==> src/rtl/jt12_op_seq_if.sv <==
`default_nettype none
// ============================================================================
//  Module      : jt12_op_seq_if
//  Description : Slot-enable, configuration-write and per-slot operator
//                control bundle for the FM operator slot sequencer.
//  Revision    : 1.0 - initial release
// ============================================================================
interface jt12_op_seq_if;
  // Slot advance enable and configuration write port
  logic       clk_en;
  logic       cfg_we;
  logic [2:0] cfg_ch;
  logic [2:0] cfg_alg;
  logic [2:0] cfg_fb;

  // Per-slot operator controls
  logic [2:0] cur_ch;
  logic [1:0] cur_op;
  logic [2:0] fb_II;
  logic       op_fb_enable;
  logic [2:0] op_mod_src;
  logic       op_carrier;
  logic       zero;
  logic       sample_ready;

  // Stimulus / configuration side
  modport master (
    output clk_en, cfg_we, cfg_ch, cfg_alg, cfg_fb,
    input  cur_ch, cur_op, fb_II, op_fb_enable, op_mod_src,
           op_carrier, zero, sample_ready
  );

  // Sequencer side
  modport slave (
    input  clk_en, cfg_we, cfg_ch, cfg_alg, cfg_fb,
    output cur_ch, cur_op, fb_II, op_fb_enable, op_mod_src,
           op_carrier, zero, sample_ready
  );
endinterface
`default_nettype wire

==> src/rtl/jt12_op_seq.sv <==
`default_nettype none
// ============================================================================
//  Module      : jt12_op_seq
//  Description : Operator slot sequencer. Walks 4*NUM_CH slots per sample
//                (all M1 slots, then C1, M2, C2) and drives channel/operator
//                indices, feedback level, modulation sources and carrier flag
//                from double-buffered per-channel algorithm/feedback registers.
//  Revision    : 1.0 - initial release
// ============================================================================
module jt12_op_seq #(
  parameter int NUM_CH = 6
) (
  input  logic         clk,
  input  logic         rst,
  jt12_op_seq_if.slave bus
);

  localparam int                c_SLOTS     = 4 * NUM_CH;
  localparam int                c_SLOT_W    = $clog2(c_SLOTS);
  localparam logic [c_SLOT_W-1:0] c_LAST_SLOT = c_SLOT_W'(c_SLOTS - 1);
  localparam logic [2:0]        c_LAST_CH   = 3'(NUM_CH - 1);

  // Slot position: a flat counter for wrap/zero detection plus separate
  // channel and operator counters so no divider is needed.
  logic [c_SLOT_W-1:0] r_slot;
  logic [2:0]          r_cur_ch;
  logic [1:0]          r_cur_op;

  // Double-buffered per-channel configuration
  logic [2:0] r_pend_alg [NUM_CH];
  logic [2:0] r_pend_fb  [NUM_CH];
  logic [2:0] r_act_alg  [NUM_CH];
  logic [2:0] r_act_fb   [NUM_CH];

  // Registered slot outputs
  logic [2:0] r_fb_II;
  logic       r_fb_en;
  logic [2:0] r_mod_src;
  logic       r_carrier;
  logic       r_zero;
  logic       r_sample_ready;

  // Next-state wires
  logic                w_wrap;
  logic [c_SLOT_W-1:0] w_slot_next;
  logic [2:0]          w_ch_next;
  logic [1:0]          w_op_next;
  logic [2:0]          w_pend_alg [NUM_CH];
  logic [2:0]          w_pend_fb  [NUM_CH];
  logic [2:0]          w_act_alg  [NUM_CH];
  logic [2:0]          w_act_fb   [NUM_CH];
  logic [2:0]          w_sel_alg;
  logic [2:0]          w_sel_fb;
  logic [3:0]          w_dec;

  // Algorithm decode: returns {carrier, src[2:0]} for one operator.
  // Sources are bit0=M1, bit1=C1, bit2=M2; every source slot group precedes
  // its destination group, so values are always ready when consumed.
  function automatic logic [3:0] f_decode(input logic [2:0] alg,
                                          input logic [1:0] op);
    logic [3:0] d;
    d = 4'b0000;
    case ({alg, op})
      // alg0: M1 -> C1 -> M2 -> C2
      5'b000_01: d = 4'b0_001;
      5'b000_10: d = 4'b0_010;
      5'b000_11: d = 4'b1_100;
      // alg1: (M1|C1) -> M2 -> C2
      5'b001_10: d = 4'b0_011;
      5'b001_11: d = 4'b1_100;
      // alg2: C1 -> M2, (M1|M2) -> C2
      5'b010_10: d = 4'b0_010;
      5'b010_11: d = 4'b1_101;
      // alg3: M1 -> C1, (C1|M2) -> C2
      5'b011_01: d = 4'b0_001;
      5'b011_11: d = 4'b1_110;
      // alg4: two stacks M1->C1, M2->C2
      5'b100_01: d = 4'b1_001;
      5'b100_11: d = 4'b1_100;
      // alg5: M1 drives C1, M2, C2
      5'b101_01: d = 4'b1_001;
      5'b101_10: d = 4'b1_001;
      5'b101_11: d = 4'b1_001;
      // alg6: M1 -> C1, M2 and C2 unmodulated
      5'b110_01: d = 4'b1_001;
      5'b110_10: d = 4'b1_000;
      5'b110_11: d = 4'b1_000;
      // alg7: four unmodulated carriers
      5'b111_00: d = 4'b1_000;
      5'b111_01: d = 4'b1_000;
      5'b111_10: d = 4'b1_000;
      5'b111_11: d = 4'b1_000;
      default:   d = 4'b0_000;
    endcase
    return d;
  endfunction

  // Next slot position, buffered config with same-cycle write forwarding,
  // and decode of the slot that is about to be presented.
  always_comb begin
    w_wrap      = bus.clk_en && (r_slot == c_LAST_SLOT);
    w_slot_next = w_wrap ? '0 : r_slot + 1'b1;
    w_ch_next   = (r_cur_ch == c_LAST_CH) ? 3'd0 : r_cur_ch + 3'd1;
    w_op_next   = (r_cur_ch == c_LAST_CH) ? r_cur_op + 2'd1 : r_cur_op;
    w_sel_alg   = 3'd0;
    w_sel_fb    = 3'd0;
    for (int i = 0; i < NUM_CH; i++) begin
      w_pend_alg[i] = r_pend_alg[i];
      w_pend_fb[i]  = r_pend_fb[i];
      if (bus.cfg_we && (bus.cfg_ch == 3'(i))) begin
        w_pend_alg[i] = bus.cfg_alg;
        w_pend_fb[i]  = bus.cfg_fb;
      end
      w_act_alg[i] = w_wrap ? w_pend_alg[i] : r_act_alg[i];
      w_act_fb[i]  = w_wrap ? w_pend_fb[i]  : r_act_fb[i];
      if (w_ch_next == 3'(i)) begin
        w_sel_alg = w_act_alg[i];
        w_sel_fb  = w_act_fb[i];
      end
    end
    w_dec = f_decode(w_sel_alg, w_op_next);
  end

  // Sequencing state, configuration buffers and registered outputs.
  always_ff @(posedge clk) begin
    if (rst) begin
      r_slot         <= '0;
      r_cur_ch       <= 3'd0;
      r_cur_op       <= 2'd0;
      r_fb_II        <= 3'd0;
      r_fb_en        <= 1'b1;
      r_mod_src      <= 3'd0;
      r_carrier      <= 1'b0;
      r_zero         <= 1'b1;
      r_sample_ready <= 1'b0;
      for (int i = 0; i < NUM_CH; i++) begin
        r_pend_alg[i] <= 3'd0;
        r_pend_fb[i]  <= 3'd0;
        r_act_alg[i]  <= 3'd0;
        r_act_fb[i]   <= 3'd0;
      end
    end else begin
      for (int i = 0; i < NUM_CH; i++) begin
        r_pend_alg[i] <= w_pend_alg[i];
        r_pend_fb[i]  <= w_pend_fb[i];
      end
      if (bus.clk_en) begin
        r_slot         <= w_slot_next;
        r_cur_ch       <= w_ch_next;
        r_cur_op       <= w_op_next;
        r_fb_II        <= w_sel_fb;
        r_fb_en        <= (w_op_next == 2'd0);
        r_mod_src      <= w_dec[2:0];
        r_carrier      <= w_dec[3];
        r_zero         <= (w_slot_next == '0);
        r_sample_ready <= w_wrap;
        for (int i = 0; i < NUM_CH; i++) begin
          r_act_alg[i] <= w_act_alg[i];
          r_act_fb[i]  <= w_act_fb[i];
        end
      end else begin
        r_sample_ready <= 1'b0;
      end
    end
  end

  assign bus.cur_ch       = r_cur_ch;
  assign bus.cur_op       = r_cur_op;
  assign bus.fb_II        = r_fb_II;
  assign bus.op_fb_enable = r_fb_en;
  assign bus.op_mod_src   = r_mod_src;
  assign bus.op_carrier   = r_carrier;
  assign bus.zero         = r_zero;
  assign bus.sample_ready = r_sample_ready;

endmodule
`default_nettype wire

==> src/flat_wrapper.sv <==
// flat-port wrapper written by rule: the top's interface ports become plain ports
module jt12_op_seq_flat 
#(
  parameter int NUM_CH = 6
)
  (clk, rst, bus_clk_en, bus_cfg_we, bus_cfg_ch, bus_cfg_alg, bus_cfg_fb, bus_cur_ch, bus_cur_op, bus_fb_II, bus_op_fb_enable, bus_op_mod_src, bus_op_carrier, bus_zero, bus_sample_ready);
  jt12_op_seq_if bus_i ();
  input  logic clk;
  input  logic rst;
  input wire logic [$bits(bus_i.clk_en)-1:0] bus_clk_en;
  input wire logic [$bits(bus_i.cfg_we)-1:0] bus_cfg_we;
  input wire logic [$bits(bus_i.cfg_ch)-1:0] bus_cfg_ch;
  input wire logic [$bits(bus_i.cfg_alg)-1:0] bus_cfg_alg;
  input wire logic [$bits(bus_i.cfg_fb)-1:0] bus_cfg_fb;
  output wire logic [$bits(bus_i.cur_ch)-1:0] bus_cur_ch;
  output wire logic [$bits(bus_i.cur_op)-1:0] bus_cur_op;
  output wire logic [$bits(bus_i.fb_II)-1:0] bus_fb_II;
  output wire logic [$bits(bus_i.op_fb_enable)-1:0] bus_op_fb_enable;
  output wire logic [$bits(bus_i.op_mod_src)-1:0] bus_op_mod_src;
  output wire logic [$bits(bus_i.op_carrier)-1:0] bus_op_carrier;
  output wire logic [$bits(bus_i.zero)-1:0] bus_zero;
  output wire logic [$bits(bus_i.sample_ready)-1:0] bus_sample_ready;
  assign bus_i.clk_en = bus_clk_en;
  assign bus_i.cfg_we = bus_cfg_we;
  assign bus_i.cfg_ch = bus_cfg_ch;
  assign bus_i.cfg_alg = bus_cfg_alg;
  assign bus_i.cfg_fb = bus_cfg_fb;
  assign bus_cur_ch = bus_i.cur_ch;
  assign bus_cur_op = bus_i.cur_op;
  assign bus_fb_II = bus_i.fb_II;
  assign bus_op_fb_enable = bus_i.op_fb_enable;
  assign bus_op_mod_src = bus_i.op_mod_src;
  assign bus_op_carrier = bus_i.op_carrier;
  assign bus_zero = bus_i.zero;
  assign bus_sample_ready = bus_i.sample_ready;
  jt12_op_seq #(.NUM_CH(NUM_CH)) u_core (.clk(clk), .rst(rst), .bus(bus_i));
endmodule
==> config.mk <==
export PLATFORM = sky130hd
export DESIGN_NAME = jt12_op_seq_flat
export DESIGN_NICKNAME = d
export VERILOG_FILES = /design/src/rtl/jt12_op_seq_if.sv /design/src/rtl/jt12_op_seq.sv /design/src/flat_wrapper.sv
export SDC_FILE = /design/constraint.sdc
export NUM_CORES = 1
export LEC_CHECK = 0
export CAP_MARGIN = 10
export CORE_UTILIZATION = 40
export CTS_BUF_LIST = sky130_fd_sc_hd__clkbuf_4
export DETAILED_ROUTE_END_ITERATION = 8
export PLACE_DENSITY = 0.68
export SLEW_MARGIN = 20
export SYNTH_ARGS = -nofsm -noshare
export SYNTH_HDL_FRONTEND = slang
export SYNTH_SLANG_ARGS = --single-unit
==> constraint.sdc <==
create_clock -name clk -period 7.4 [get_ports clk]
set_input_delay 1.48 -clock clk [delete_from_list [all_inputs] [get_ports clk]]
set_output_delay 1.48 -clock clk [all_outputs]
set_load 0.05 [all_outputs]
## Word-level counts from Yosys, hierarchy flattened

Memory sizes are Yosys's and may differ from the RTL's. A register that Yosys moved wholly into a read port is not among the register bits.
Cells that the tools add are included.

- $add $sub $neg: 3
- Muxes and demuxes: 69
- Equal/unequal tests: 12
- Reduce and logical (&&, ||, !) cells: 12
- Bitwise logic cells: 25

Operators with widths:

| cell | count |
|---|---|
| $mux W3 | 61 |
| $or A1 B1 Y1 | 24 |
| $eq A3 B3 Y1 const B | 5 |
| $eq A3 B2 Y1 const B | 4 |
| $logic_and A1 B1 Y1 | 7 |
| $eq A3 B1 Y1 const B | 2 |
| $logic_not A3 Y1 | 2 |
| $mux W1 | 6 |
| $add A5 B1 Y5 const B | 1 |
| $eq A5 B5 Y1 const B | 1 |
| $logic_not A5 Y1 | 1 |
| $mux W5 | 1 |
| $add A3 B1 Y3 const B | 1 |
| $add A2 B1 Y2 const B | 1 |
| $logic_not A2 Y1 | 1 |
| $mux W2 | 1 |
| $reduce_or A2 Y1 | 1 |
| $not A1 Y1 | 1 |

- Register bits after elaboration: 16
- Memories kept: 5
- Logic and storage cells: 133
- RAM bits: 72
- ROM bits: 128
- Output and inout port bits: 15

Memories:

| memory | depth | width | rd ports | clocked after Yosys merged registers in | write ports | line | RTL |
|---|---|---|---|---|---|---|---|
| (name not given) | 32 | 4 | 1 | 1 | 0 | jt12_op_seq.sv:63 | `case ({alg, op})` |
| u_core.r_act_alg | 6 | 3 | 6 | 0 | 6 | jt12_op_seq.sv:32 | `logic [2:0] r_act_alg [NUM_CH];` |
| u_core.r_act_fb | 6 | 3 | 6 | 0 | 6 | jt12_op_seq.sv:33 | `logic [2:0] r_act_fb [NUM_CH];` |
| u_core.r_pend_alg | 6 | 3 | 6 | 0 | 6 | jt12_op_seq.sv:30 | `logic [2:0] r_pend_alg [NUM_CH];` |
| u_core.r_pend_fb | 6 | 3 | 6 | 0 | 6 | jt12_op_seq.sv:31 | `logic [2:0] r_pend_fb [NUM_CH];` |

## Depth between registers and ports, before layout

Gate-level depths: netlist of the first run.

- Depth in word-level cells: 10
- Mapped depth: 13
- Depth with buffers taken out: 10

## Worst setup path after synthesis of the first run

No wires, ideal clock.

- Kind: input to register
- Start point: input bus_cfg_ch[0]
- End point: register u_core.r_mod_src[0], in the netlist u_core.bus.op_mod_src[0]
- Path slack: 3.788 ns
- Stages on the path: 11
- Arrival time: 3.520 ns
- Cell sequence: buf_6 nor4b_4 mux2i_1 o211ai_2 a32oi_1 or2_1 buf_6 nor2_1 nand3b_1 and3_1 nor4_1

- Word-level cells in the longest chain between the ends: 10
- Elaborated cells on any way between the ends: 30

Ends and longest elaborated chain:

| what | line | RTL |
|---|---|---|
| start: declaration | flat_wrapper.sv:12 | `input wire logic [$bits(bus_i.cfg_ch)-1:0] bus_cfg_ch;` |
| $logic_not A3 Y1 | jt12_op_seq.sv:110 | `if (bus.cfg_we && (bus.cfg_ch == 3'(i))) begin` |
| $logic_and A1 B1 Y1 | jt12_op_seq.sv:110 |  |
| $mux W3 | jt12_op_seq.sv:110 |  |
| $mux W3 | jt12_op_seq.sv:114 | `w_act_alg[i] = w_wrap ? w_pend_alg[i] : r_act_alg[i];` |
| $mux W3 (5 in series) | jt12_op_seq.sv:116 | `if (w_ch_next == 3'(i)) begin` |
| $mux W3 (*) | jt12_op_seq.sv:116 |  |
| end: declaration | jt12_op_seq.sv:38 | `logic [2:0] r_mod_src;` |

Mark *: on every way between the ends. The rest lies on a longest branch, timed or not.
A chain may end at the register's enable or synchronous reset.

## Final worst setup path of the first run

- Start point: input bus_clk_en
- End point: register u_core.r_mod_src[2], in the netlist u_core.bus.op_mod_src[2]

- Word-level cells in the longest chain between the ends: 8
- Elaborated cells on any way between the ends: 13

Ends and longest elaborated chain:

| what | line | RTL |
|---|---|---|
| start: declaration | flat_wrapper.sv:10 | `input wire logic [$bits(bus_i.clk_en)-1:0] bus_clk_en;` |
| $logic_and A1 B1 Y1 | jt12_op_seq.sv:101 | `w_wrap = bus.clk_en && (r_slot == c_LAST_SLOT);` |
| $mux W3 | jt12_op_seq.sv:114 |  |
| $mux W3 (6 in series) | jt12_op_seq.sv:116 |  |

Several ways; a longest one is shown, not always the timed one.

==> flow_metrics.py, run 1 <==
metrics = {
    "outcome": {
        "outcome": "completed",
    },
    "finish": {
        "layout_common_cells": "nor2_1, dfxtp_1, mux2i_1",
        "n_antenna_cell": 0,
        "synthToLayoutAreaGrowth_pct": 10.54,
        "layout-drive-gt1-share_pct": 6.852,
        "layout_commonest_cell": "nor2_1",
        "fin_nets": 476,
    },
    "timing": {
        "fmax_mhz": 214.0,
        "setup_slack_ns": 2.728,
        "hold_viol_final": 0,
        "period_needed_ns": 4.672,
        "fin_crit_sh_pct": 63.14,
        "slew_headroom_pct": 40.95,
        "final.setup_skew_ns": 0.01732,
        "maxSlewViolCount": 0,
        "tns_ns": 0,
        "rsz0062_at_grt": "no",
        "setup_viol": 0,
        "worst_pin_slew_ns": 0.8857,
    },
    "cts": {
        "path_clk_slew_ns": 0.14,
        "cts-root-buf": "clkbuf_4",
        "clockBufferDepth": 2,
        "postCtsHoldBufs": 0,
        "cts_inserted_buffers": 9,
        "clock_sinks": 92,
        "cts_tree": "done",
        "worstSkewPairLatency_ns": 0.47,
        "cts_max_level": 3,
        "postCtsSetupRepairBufs": 0,
        "cts_resized": 0,
    },
    "setup_path": {
        "worst_setup_path_end_kind": "register",
        "worstSetupStartpoint": "bus_clk_en",
        "r2r_setup_slack_ns": 3.89,
        "endpoint": "u_core.bus.op_mod_src[2]$_SDFFE_PP0P_",
        "worstRegToRegCells": 10,
        "worstPathRequired_ns": 7.77,
        "cp.arrival_ns": 5.04,
        "startpoint_type": "primary input",
        "r2r-end": "u_core.bus.op_mod_src[2]$_SDFFE_PP0P_",
        "r2r-start": "u_core.r_slot[0]$_SDFFE_PP0P_",
        "cp_max_fo": 26,
        "path_class": "in2reg",
    },
    "logic_synthesis": {
        "syn_area_mm2": 0.004308,
        "synth.area.mux_share_pct": 11.01,
        "synth_top_family_by_area": "simple AND/OR/NAND/NOR gates",
        "ys_types": 55,
        "synthAdderAreaFrac_pct": 0.2904,
        "synth_flop_cell": "dfxtp_1",
        "ys_seq_elements": 92,
        "synth-simple-area-share_pct": 18.82,
        "synth_compound_area_share_pct": 13.36,
        "synth_edf_count": 36,
        "async_reset_ff_share_pct": 0,
        "syn_inst": 450,
        "synth_nets": 464,
        "ys_warn_count": 0,
        "synthXorXnorAreaFrac_pct": 1.423,
        "syn_area_per_cell_um2": 9.573,
        "ys_seq_area_share_pct": 51.12,
    },
    "grt": {
        "grt_usage_pct": 18.93,
        "antenna_found_initial": 0,
        "overflow": 0,
        "first_global_vias": 3203,
        "grt_max_degree": 53,
        "grt_first_pass_wirelength_mm": 16.24,
    },
    "routing": {
        "antenna_left": 0,
        "drt_iter0_markers": 215,
        "drc": 0,
        "wl_per_cell_um": 16.60,
        "dr.pass1.iters": 4,
        "vias_per_cell": 5.498,
        "num_vias": 3315,
        "finalWirelength_mm": 10.01,
    },
    "pwr": {
        "power_frac_seq_pct": 60.9,
        "peakVddDrop_mv": 0.1036,
        "powerDensity_mw_per_mm2": 193.1,
        "leakagePower_nw": 1.706,
        "p_int_mw": 0.6557,
        "pwr-share-clk_pct": 27.5,
        "netSwitchingFraction_pct": 28.69,
        "p_switching_mw": 0.2638,
        "power_frac_comb_pct": 11.6,
    },
    "die": {
        "fp.dieW_um": 105.8,
        "core_mm2": 0.01037,
        "die_area_mm2": 0.01119,
        "start_util_pct": 41.54,
        "die_y_um": 105.8,
        "ios": 28,
        "std_cell_rows": 37,
    },
    "placed_design": {
        "gp_congestion": 0.8076,
        "hpwlAfterDp_mm": 6.586,
        "dp_slack_ns": 2.243,
        "portBuffers": 27,
    },
    "hold_path": {
        "hold_class": "reg2reg",
        "hp-start": "u_core.r_slot[1]$_SDFFE_PP0P_",
    },
    "run": {
        "maxCapViolations": 0,
    },
}
==> synth_stat cells, types with 2 or more instances <==
| library cell | instances | area [um2] |
|---|---|---|
| nor3b_1 | 2 | 15.01 |
| o22a_1 | 2 | 17.52 |
| clkbuf_1 | 19 | 71.32 |
| a221o_1 | 4 | 40.04 |
| buf_4 | 2 | 15.01 |
| o22ai_1 | 2 | 12.51 |
| xor2_1 | 3 | 26.28 |
| o211ai_1 | 9 | 67.56 |
| buf_2 | 5 | 25.02 |
| a32oi_1 | 2 | 17.52 |
| xnor2_1 | 4 | 35.03 |
| buf_6 | 2 | 22.52 |
| nor3_1 | 8 | 40.04 |
| or3_1 | 2 | 12.51 |
| o21ai_0 | 8 | 40.04 |
| mux2i_1 | 44 | 440.4 |
| o31a_1 | 2 | 17.52 |
| nand2_1 | 21 | 78.83 |
| mux2_2 | 3 | 33.78 |
| and2_1 | 4 | 25.02 |
| dfxtp_1 | 56 | 1121 |
| a221oi_1 | 3 | 26.28 |
| buf_1 | 4 | 15.01 |
| a211oi_1 | 10 | 75.07 |
| nand3_1 | 2 | 10.01 |
| a21oi_1 | 35 | 175.2 |
| and3_1 | 3 | 18.77 |
| nor2_1 | 116 | 435.4 |
| edfxtp_1 | 36 | 1081 |
| nand2b_1 | 4 | 25.02 |
| nor2b_1 | 4 | 25.02 |
| inv_1 | 6 | 22.52 |
==> worst min path at each step <==
stage | end | slack, ns | cells after the start
after CTS | u_core.r_slot[1]$_SDFFE_PP0P_ | 0.49 | 2
after floorplan | u_core.r_pend_alg[0][7]$_SDFF_PP0_ | 0.45 | 2
after detailed placement | u_core.bus.op_carrier$_SDFFE_PP0P_ | 0.47 | 2
final | u_core.r_slot[1]$_SDFFE_PP0P_ | 0.49 | 2
after global routing | u_core.r_slot[1]$_SDFFE_PP0P_ | 0.53 | 2
after global placement | u_core.bus.zero$_SDFFE_PP1P_ | 0.46 | 2
==> logic make-up (layout without fill, tap and decap cells) <==
group | count (synthesis) | count (layout)
AO/OA/AOI/OAI | 87 | 87
XOR/XNOR | 7 | 7
adder cells (fa/ha/maj) | 1 | 1
buffers and inverters | 38 | 55
flip-flops | 92 | 92
multiplexers | 47 | 47
AND/OR/NAND/NOR | 178 | 178
==> critical path, cell delays in order <==
cell and delay [ns]:
clkdlybuf4s50_1 0.67, nand3_2 0.25, or2_1 0.71, buf_4 0.40, a21oi_1 0.14, a221oi_1 0.29
a211oi_1 0.09, a221oi_1 0.63, nand2_1 0.11, a32o_1 0.25
==> layout make-up <==
cell class	instances	area, um2
clock inverters	7	52.55
multi-input cells	320	1937
inverters	6	22.52
well taps	136	170.2
fillers	1020	5608
clock buffers	9	67.56
repair buffers	33	310.3
flip-flops and latches	92	2202
==> registers in the layout, indices dropped and copies added (netlist names) <==
register and count:
u_core.bus.cur_ch 3, u_core.bus.cur_op 2, u_core.bus.fb_II 3, u_core.bus.op_carrier 1, u_core.bus.op_fb_enable 1, u_core.bus.op_mod_src 3, u_core.bus.sample_ready 1, u_core.bus.zero 1
u_core.r_act_alg 18, u_core.r_act_fb 18, u_core.r_pend_alg 18, u_core.r_pend_fb 18, u_core.r_slot 5
==> power by group through the flow <==
stage | combinational, mW | clock (mW) | sequential (mW)
detailed placement | 0.106 | 0 | 0.571
floorplan | 0.0675 | 0 | 0.574
global placement | 0.105 | 0 | 0.571
CTS | 0.107 | 0.258 | 0.560
global route | 0.116 | 0.275 | 0.563
finish | 0.107 | 0.253 | 0.560
==> metal layers <==
metal | vias to the layer above | share of wire (%) | global-route usage [%]
li1 | 1620 | - | -
met1 | 1579 | 47 | 24.79
met2 | 102 | 45 | 29.79
met3 | 14 | 6.3 | 4.762
met4 | 0 | 1.5 | 7.738
met5 | - | 0 | 0
==> through the flow <==
step / instance area (um2) / power, mW / utilization (%) / hold WS, ns / std cells
global placement: 4642 / 0.6759 / 44.76 / 0.4644 / 587
global route: 4762 / 0.9535 / 45.92 / 0.5272 / 603
finish: 4762 / 0.9195 / 45.92 / 0.4901 / 603
floorplan: 4308 / 0.6415 / - / 0.4489 / 450
detailed placement: 4642 / 0.6773 / 44.76 / 0.4729 / 587
CTS: 4762 / 0.9242 / 45.92 / 0.4941 / 603
No activity file was read; power rests on OpenSTA's default activity.
==> run 2: changes to the inputs <==
==> constraint.sdc (replaced) <==
create_clock -name clk -period 4.7 [get_ports clk]
set_input_delay 0.94 -clock clk [delete_from_list [all_inputs] [get_ports clk]]
set_output_delay 0.94 -clock clk [all_outputs]
set_load 0.05 [all_outputs]
==> flow_metrics.py, run 2 (same netlist as run 1, synthesis figures left out) <==
metrics = {
    "outcome": {
        "outcome": "completed",
    },
    "die": {
        "ios": 28,
        "die_y_um": 105.8,
        "std_cell_rows": 37,
        "die_area_mm2": 0.01119,
        "fp.dieW_um": 105.8,
        "start_util_pct": 41.54,
        "core_mm2": 0.01037,
    },
    "setup_path": {
        "worstRegToRegCells": 9,
        "worstPathRequired_ns": 5.06,
        "startpoint_type": "primary input",
        "path_class": "in2reg",
        "worst_setup_path_end_kind": "register",
        "cp_max_fo": 7,
        "r2r_setup_slack_ns": 1.46,
        "cp.arrival_ns": 3.88,
    },
    "routing": {
        "vias_per_cell": 5.527,
        "num_vias": 3355,
        "drt_iter0_markers": 305,
        "dr.pass1.iters": 5,
        "wl_per_cell_um": 16.32,
        "antenna_left": 0,
        "finalWirelength_mm": 9.904,
        "drc": 0,
    },
    "timing": {
        "fin_crit_sh_pct": 74.87,
        "worst_pin_slew_ns": 0.9268,
        "hold_viol_final": 0,
        "maxSlewViolCount": 0,
        "slew_headroom_pct": 38.21,
        "final.setup_skew_ns": 0.02088,
        "fmax_mhz": 284.2,
        "tns_ns": 0,
        "rsz0062_at_grt": "no",
        "setup_viol": 0,
        "period_needed_ns": 3.519,
    },
    "cts": {
        "clockBufferDepth": 2,
        "postCtsHoldBufs": 0,
        "cts_inserted_buffers": 9,
        "postCtsSetupRepairBufs": 0,
        "cts_resized": 0,
        "worstSkewPairLatency_ns": 0.46,
        "path_clk_slew_ns": 0.14,
        "cts_max_level": 3,
        "clock_sinks": 92,
        "cts_tree": "done",
        "cts-root-buf": "clkbuf_4",
    },
    "grt": {
        "grt_usage_pct": 18.71,
        "grt_first_pass_wirelength_mm": 16.19,
        "overflow": 0,
        "first_global_vias": 3202,
        "antenna_found_initial": 0,
        "grt_max_degree": 52,
    },
    "finish": {
        "fin_cells": 607,
        "layout-drive-gt1-share_pct": 7.856,
        "multi_input_comb_area_mm2": 0.001937,
        "layout_common_cells": "nor2_1, dfxtp_1, mux2i_1",
        "stdcell_area_mm2": 0.004797,
        "synthToLayoutAreaGrowth_pct": 11.36,
        "fin_nets": 480,
        "layout_commonest_cell": "nor2_1",
        "n_antenna_cell": 0,
        "fillers": 1000,
        "ff_latch_area_mm2": 0.002202,
    },
    "run": {
        "maxCapViolations": 0,
    },
    "pwr": {
        "powerDensity_mw_per_mm2": 305.2,
        "leakagePower_nw": 1.740,
        "peakVddDrop_mv": 0.1774,
    },
    "placed_design": {
        "hpwlAfterDp_mm": 6.688,
        "dpl.cell_count": 591,
        "gp_congestion": 0.8270,
        "portBuffers": 27,
        "dpl_cell_area_mm2": 0.004672,
    },
    "hold_path": {
        "holdPathStages": 2,
        "hold_class": "reg2reg",
    },
}
run 2: cell count changes in the layout (fill, tap and decap cells not counted), sizes merged:
cell and change:
clkinvlp -2, clkinv -1, inv +3, buf +4
run 2: report_power, final:
| group | internal, mW | total (mW) | switching [mW] |
|---|---|---|---|
| Clock | 0.118 | 0.411 | 0.293 |
| Combinational | 0.0635 | 0.173 | 0.109 |
| Sequential | 0.860 | 0.881 | 0.0202 |
run 2: worst paths after layout:
| path | from | end |
|---|---|---|
| worst max-delay path | bus_cfg_ch[0] | u_core.bus.op_mod_src[0]$_SDFFE_PP0P_ |
| worst min-delay path | u_core.bus.zero$_SDFFE_PP1P_ | u_core.bus.zero$_SDFFE_PP1P_ |
| worst max register to register | u_core.bus.cur_ch[1]$_SDFFE_PP0P_ | u_core.bus.op_mod_src[0]$_SDFFE_PP0P_ |
| worst min register to register | u_core.bus.zero$_SDFFE_PP1P_ | u_core.bus.zero$_SDFFE_PP1P_ |
run 2: critical path, cell delays in order:
cell and delay [ns]:
clkdlybuf4s50_1 0.53, nor4b_4 0.63, mux2i_1 0.43, o211ai_2 0.11, a32oi_1 0.27, or2_1 0.29
nor2_1 0.10, nand3b_1 0.16, and3_1 0.18, nor4_1 0.24
run 2: per-layer routing:
metal  track usage, %  vias to the layer above  share of wire (%)
met1            25.43                     1611                 48
met2            29.46                      107                 45
met5                0                        -                  0
li1                 -                     1624                  -
met3            3.401                       13                5.3
met4            7.341                        0                1.6
run 2: per-stage QoR:
stage / hold WS, ns / power, mW / setup WS, ns / utilization [%]
finish: 0.4908 / 1.464 / 1.181 / 46.26
global placement: 0.4592 / 1.065 / 0.7938 / 45.05
CTS: 0.4968 / 1.472 / 1.207 / 46.26
floorplan: 0.4489 / 1.010 / 1.628 / -
global route: 0.5200 / 1.527 / 0.9327 / 46.26
detailed placement: 0.4635 / 1.068 / 0.7295 / 45.05
run 2: layout make-up:
class                           count  area share [%]
Sequential cell                    92           45.91
Inverter                            6          0.4695
Tap cell                          136           3.547
Timing Repair Buffer               37           7.094
Clock inverter                      7           1.200
Multi-Input combinational cell    320           40.38
Clock buffer                        9           1.408
